**src/rtl/pipe_stage_skid.sv**
```systemverilog
// rtl/pipe_stage_skid.sv - two-entry skid-buffered pipeline stage with flush and interrupt override
//
// Purpose:
//   Generic stage register for every boundary of the P7 pipeline (F/D, D/E, E/M, M/W).
//   Holds up to two entries: the main entry drives the outputs and always holds the
//   oldest entry; the skid entry catches the one extra entry that can arrive in the
//   cycle after downstream stalls. o_ready is derived only from registered state, so
//   there is no combinational path from i_ready to o_ready.
//
// Ports:
//   i_clk        clock, rising edge
//   i_reset_n    asynchronous active-low reset
//   i_flush      discard all held entries (and any concurrent input)
//   i_req        interrupt request; loads an entry at PC_INT, overrides i_flush
//   i_valid      upstream entry valid
//   o_ready      stage can accept an entry this cycle
//   i_pc         upstream PC
//   i_payload    upstream bundle
//   o_valid      output entry valid
//   i_ready      downstream accepts the output entry
//   o_pc         output PC
//   o_payload    output bundle
//   o_stall_cnt  cycles with o_valid && !i_ready (only with PIPE_STAGE_PERF_EN)
//   o_full_cnt   cycles spent in FULL (only with PIPE_STAGE_PERF_EN)
//   o_count      occupancy, 0..2
//
// Optional feature macro: PIPE_STAGE_PERF_EN (adds the two performance counters).

module pipe_stage_skid #(
    parameter int                     PC_W        = 32,
    parameter int                     PAYLOAD_W   = 38,
    parameter logic [PC_W-1:0]        PC_RST      = 32'h0000_3000,
    parameter logic [PC_W-1:0]        PC_INT      = 32'h0000_4180,
    parameter logic [PAYLOAD_W-1:0]   PAYLOAD_RST = {PAYLOAD_W{1'b0}}
) (
    input  logic                  i_clk,
    input  logic                  i_reset_n,
    input  logic                  i_flush,
    input  logic                  i_req,
    input  logic                  i_valid,
    output logic                  o_ready,
    input  logic [PC_W-1:0]       i_pc,
    input  logic [PAYLOAD_W-1:0]  i_payload,
    output logic                  o_valid,
    input  logic                  i_ready,
    output logic [PC_W-1:0]       o_pc,
    output logic [PAYLOAD_W-1:0]  o_payload,
`ifdef PIPE_STAGE_PERF_EN
    output logic [31:0]           o_stall_cnt,
    output logic [31:0]           o_full_cnt,
`endif
    output logic [1:0]            o_count
);

    typedef enum logic [1:0] {
        ST_EMPTY = 2'd0,
        ST_ONE   = 2'd1,
        ST_FULL  = 2'd2
    } state_t;

    state_t                 state_q,        state_d;
    logic                   main_valid_q,   main_valid_d;
    logic [PC_W-1:0]        main_pc_q,      main_pc_d;
    logic [PAYLOAD_W-1:0]   main_payload_q, main_payload_d;
    logic                   skid_valid_q,   skid_valid_d;
    logic [PC_W-1:0]        skid_pc_q,      skid_pc_d;
    logic [PAYLOAD_W-1:0]   skid_payload_q, skid_payload_d;

    logic acc_in;
    logic acc_out;

    // Ready depends only on the registered state: accept unless both entries are used.
    assign o_ready   = (state_q != ST_FULL);
    assign o_valid   = main_valid_q;
    assign o_pc      = main_pc_q;
    assign o_payload = main_payload_q;

    assign acc_in  = i_valid && o_ready;
    assign acc_out = main_valid_q && i_ready;

    always_comb begin
        o_count = 2'd0;
        case (state_q)
            ST_EMPTY: o_count = 2'd0;
            ST_ONE:   o_count = 2'd1;
            ST_FULL:  o_count = 2'd2;
            default:  o_count = 2'd0;
        endcase
    end

    always_comb begin
        state_d        = state_q;
        main_valid_d   = main_valid_q;
        main_pc_d      = main_pc_q;
        main_payload_d = main_payload_q;
        skid_valid_d   = skid_valid_q;
        skid_pc_d      = skid_pc_q;
        skid_payload_d = skid_payload_q;

        if (i_req) begin
            // Interrupt entry replaces everything; input is dropped even if accepted.
            state_d        = ST_ONE;
            main_valid_d   = 1'b1;
            main_pc_d      = PC_INT;
            main_payload_d = PAYLOAD_RST;
            skid_valid_d   = 1'b0;
            skid_pc_d      = PC_RST;
            skid_payload_d = PAYLOAD_RST;
        end else if (i_flush) begin
            // A concurrent acc_out has already been seen downstream; nothing to undo.
            state_d        = ST_EMPTY;
            main_valid_d   = 1'b0;
            main_pc_d      = PC_RST;
            main_payload_d = PAYLOAD_RST;
            skid_valid_d   = 1'b0;
            skid_pc_d      = PC_RST;
            skid_payload_d = PAYLOAD_RST;
        end else begin
            case (state_q)
                ST_EMPTY: begin
                    if (acc_in) begin
                        state_d        = ST_ONE;
                        main_valid_d   = 1'b1;
                        main_pc_d      = i_pc;
                        main_payload_d = i_payload;
                    end
                end
                ST_ONE: begin
                    if (acc_in && acc_out) begin
                        // Pass-through at full throughput: main is replaced in place.
                        main_valid_d   = 1'b1;
                        main_pc_d      = i_pc;
                        main_payload_d = i_payload;
                    end else if (acc_in) begin
                        // Downstream stalled: park the newer entry in skid.
                        state_d        = ST_FULL;
                        skid_valid_d   = 1'b1;
                        skid_pc_d      = i_pc;
                        skid_payload_d = i_payload;
                    end else if (acc_out) begin
                        state_d        = ST_EMPTY;
                        main_valid_d   = 1'b0;
                        main_pc_d      = PC_RST;
                        main_payload_d = PAYLOAD_RST;
                    end
                end
                ST_FULL: begin
                    // o_ready is low here, so only the drain case exists.
                    if (acc_out) begin
                        state_d        = ST_ONE;
                        main_valid_d   = skid_valid_q;
                        main_pc_d      = skid_pc_q;
                        main_payload_d = skid_payload_q;
                        skid_valid_d   = 1'b0;
                        skid_pc_d      = PC_RST;
                        skid_payload_d = PAYLOAD_RST;
                    end
                end
                default: begin
                    state_d        = ST_EMPTY;
                    main_valid_d   = 1'b0;
                    main_pc_d      = PC_RST;
                    main_payload_d = PAYLOAD_RST;
                    skid_valid_d   = 1'b0;
                    skid_pc_d      = PC_RST;
                    skid_payload_d = PAYLOAD_RST;
                end
            endcase
        end
    end

    always_ff @(posedge i_clk or negedge i_reset_n) begin
        if (!i_reset_n) begin
            state_q        <= ST_EMPTY;
            main_valid_q   <= 1'b0;
            main_pc_q      <= PC_RST;
            main_payload_q <= PAYLOAD_RST;
            skid_valid_q   <= 1'b0;
            skid_pc_q      <= PC_RST;
            skid_payload_q <= PAYLOAD_RST;
        end else begin
            state_q        <= state_d;
            main_valid_q   <= main_valid_d;
            main_pc_q      <= main_pc_d;
            main_payload_q <= main_payload_d;
            skid_valid_q   <= skid_valid_d;
            skid_pc_q      <= skid_pc_d;
            skid_payload_q <= skid_payload_d;
        end
    end

`ifdef PIPE_STAGE_PERF_EN
    logic [31:0] stall_cnt_q, stall_cnt_d;
    logic [31:0] full_cnt_q,  full_cnt_d;

    // Counters survive flush and req; only reset clears them. Both wrap naturally.
    always_comb begin
        stall_cnt_d = stall_cnt_q;
        full_cnt_d  = full_cnt_q;
        if (main_valid_q && !i_ready) begin
            stall_cnt_d = stall_cnt_q + 32'd1;
        end
        if (state_q == ST_FULL) begin
            full_cnt_d = full_cnt_q + 32'd1;
        end
    end

    always_ff @(posedge i_clk or negedge i_reset_n) begin
        if (!i_reset_n) begin
            stall_cnt_q <= 32'd0;
            full_cnt_q  <= 32'd0;
        end else begin
            stall_cnt_q <= stall_cnt_d;
            full_cnt_q  <= full_cnt_d;
        end
    end

    assign o_stall_cnt = stall_cnt_q;
    assign o_full_cnt  = full_cnt_q;
`endif

endmodule

```
**config.mk**
```make
export PLATFORM = sky130hd
export DESIGN_NAME = pipe_stage_skid
export DESIGN_NICKNAME = d
export VERILOG_FILES = /design/src/rtl/pipe_stage_skid.sv
export SDC_FILE = /design/constraint.sdc
export NUM_CORES = 1
export LEC_CHECK = 0
export CAP_MARGIN = 10
export CORE_MARGIN = 2
export CORE_UTILIZATION = 50
export CTS_CLUSTER_DIAMETER = 150
export DETAILED_ROUTE_END_ITERATION = 8
export GPL_TIMING_DRIVEN = 0
export PLACE_DENSITY_LB_ADDON = 0.1
export SLEW_MARGIN = 15
export SYNTH_ARGS = -nofsm -noshare
export SYNTH_HDL_FRONTEND = slang
export SYNTH_SLANG_ARGS = --single-unit
```
**constraint.sdc**
```tcl
create_clock -name i_clk -period 2.2 [get_ports i_clk]
set_input_delay 0.44 -clock i_clk [delete_from_list [all_inputs] [get_ports i_clk]]
set_output_delay 0.44 -clock i_clk [all_outputs]
set_load 0.01 [all_outputs]
```
==> results.tsv <==
metric	value	unit
Worst Path Max Fanout	10	
Final HPWL DP	11700	um
Max Slew Vio Count	0	
worst vdd ir	0.451	mV
clock slew at reported path FFs	50	ps
die footprint	13400	um^2
Design Area, Final	8560	um^2
number of global-route vias before repair	5521	
clock sink total	144	
Period minus WS final	2120	ps
FP Rows	40	
fmax	473	MHz
MaxCap Viol Count	0	
Final Hold Fails	0	
synthesized area	6270	um^2
Synth Register Bits	144	
post-synthesis sequential area ratio	57.6	%
antenna cell count	0	
Hold Path Class	in -> reg	
placed instance area	7980	um^2
Layout area overhead	36.6	%
clk_lat worst skew	420	ps
Synth Net Count	670	
most frequent cells in the layout	144 x clkdlybuf4s50_1, 140 x dfrtp_1, 133 x a22oi_1	
Cell Count, Final, Fillers Out	942	
Die Ht	116	um
PD cells	750	nW/um^2
CTS Buffer Depth	2	
pin count of the biggest net entering global routing	88	
Worst Tran Pin Value	723	ps
most used routing layer	met2	
grt met2 use	42.5	%
first-pass GRT wire length	27900	um
Yosys top cell area share	55.9	%
Boundary Pins	150	
initial antenna violation count	0	
routed wire length	17400	um
die width	116	um
layout cell share with drive strength beyond 1	11.6	%
Critical Path RT	1760	ps
TritonCTS buffer count	17	
Post-synth ARST share	100	%
status	finished, final reports clean	
final core utilization	70.7	%
Overflow after GRT	0	
CTS H-Tree Depth	4	
Initial DRT Pass Iterations	5	
CTS tree	done	
Initial Utilization	51.7	%
CORE AREA	12100	um^2
critical path arrival	1680	ps
number of flops mapped to enable cells by yosys	0	
commonest non-fill, non-tap cell in the layout	clkdlybuf4s50_1	
Setup violations, final	0	
critical path type	reg -> out	
met1 usage	37.4	%
Port Buffers	147	
Syn. warnings	0	
Post-CTS Setup Bufs	0	
Final Skew	7.80	ps
dpl cells	910	
setup TNS	0	ps
DR vias	5517	
RSZ-0062 raised after global routing	false	
Critical Path, Cell by Cell	buf_6 -> inv_1 -> nor2_1 -> clkdlybuf4s50_1	
antenna-violating nets left	0	
clk root buf	clkbuf_16	
normalized max-slew margin	51.5	%
routability cong.	0.851	
Avg WL per Cell	18.5	um
Final period util	96.2	%
Worst path max stage delay	560	ps
largest area contributor in the netlist	dfrtp_1	
met3 usage	6.43	%
average cell area after synthesis	10.6	um^2
Leak	3.53	nW
main flop type after synthesis	dfrtp_1	
fill count	967	
initial DRC count	456	
via/cell ratio	5.86	
nature of the critical path startpoint	flop	
gr usage total	27.0	%
top cells by area, synth	dfrtp_1 56%, a22oi_1 16%, a21oi_1 5.4%	
cell count after synthesis	594	
Synth cell types	37	
CP max stage cell	clkdlybuf4s50_1	
residual DRC count	0	
nature of the critical path endpoint	output pin	
Nets	838	
-- registers in the layout, summed over array words and instances, names as in the netlist --
register,flops
skid_valid_q,1
skid_payload_q,38
state_q,2
o_pc,32
skid_pc_q,32
o_valid,1
o_payload,38
-- cell usage after synthesis (4+ instances only) --
cell type / count
dfrtp_1: 140
nor2_1: 73
clkbuf_1: 22
o21ai_0: 59
dfstp_2: 4
mux2_2: 5
a22oi_1: 133
buf_2: 24
o21ai_1: 6
buf_4: 9
buf_6: 6
nand2_1: 4
a21oi_1: 67
inv_1: 5
a211oi_1: 4
-- what timing repair did --
action / in CTS / in global routing
endpoints found under the hold margin: 57 / 0
hold buffers: 1 / 0
setup endpoints to repair: 0 / 2
gates resized for setup: 0 / 3
-- power by group --
group / leakage [nW] / total, mW / internal (mW) / switching [mW]
clock: 0.276 / 2.74 / 1.69 / 1.04
sequential: 1.97 / 2.78 / 2.73 / 0.0463
combinational: 1.29 / 0.909 / 0.413 / 0.495
total: 3.53 / 6.42 / 4.84 / 1.59
-- worst paths after layout --
check / start / end / slack, ps / cells after the start
max: state_q[0] / o_count[0] / 80 / 4
min: i_flush / state_q[0] / 400 / 2
max reg2reg: o_valid / skid_pc_q[1] / 270 / 6
min reg2reg: skid_payload_q[32] / skid_payload_q[32] / 520 / 2
max in group asynchronous: i_reset_n / o_pc[12] / 870 / 3
min in group asynchronous: i_reset_n / o_payload[28] / 540 / 2
-- routing by layer --
layer  wire length (um)  share of wire [%]
met1               7700                 44
met4                261                1.5
met3               1020                5.8
met2               8470                 49
met5                  0                  0
-- logic make-up (layout without fill, tap and decap cells) --
| logic type | Yosys count | in the layout | share of synthesized area (%) |
|---|---|---|---|
| compound gates | 284 | 284 | 29.4 |
| xor+xnor | 1 | 1 | 0.140 |
| flops | 144 | 144 | 57.6 |
| buf+inv | 69 | 249 | 5.93 |
| mux | 5 | 5 | 0.898 |
| simple gates | 91 | 91 | 6.09 |
-- per-stage QoR --
stage / setup WS [ps] / power, mW / hold WS [ps]
2_1_floorplan: 598 / 3.27 / 144
3_3_place_gp: -4840 / 3.70 / 500
3_5_place_dp: -207 / 3.72 / 390
4_1_cts: 3.47 / 6.46 / 395
5_1_grt: 28.7 / 6.66 / 453
6_report: 83.6 / 6.42 / 403
-- critical path: cells and delay by family (launching register included) --
| kind | cells | cell delay, ps |
|---|---|---|
| and+or+nand+nor | 1 | 140 |
| DFF | 1 | 360 |
| buffers and inverters | 3 | 760 |
-- layout make-up --
class                           instances  area (um^2)  share of cell area, %
Timing Repair Buffer                  149         1520                   17.7
Multi-Input combinational cell        381         2290                   26.7
Inverter                                5         18.8                  0.219
Clock buffer                           26          509                   5.95
Clock inverter                          5         52.6                  0.614
Buffer                                 64          357                   4.16
Tap cell                              168          210                   2.46
Sequential cell                       144         3610                   42.1
(Power assumes the default switching activity.)
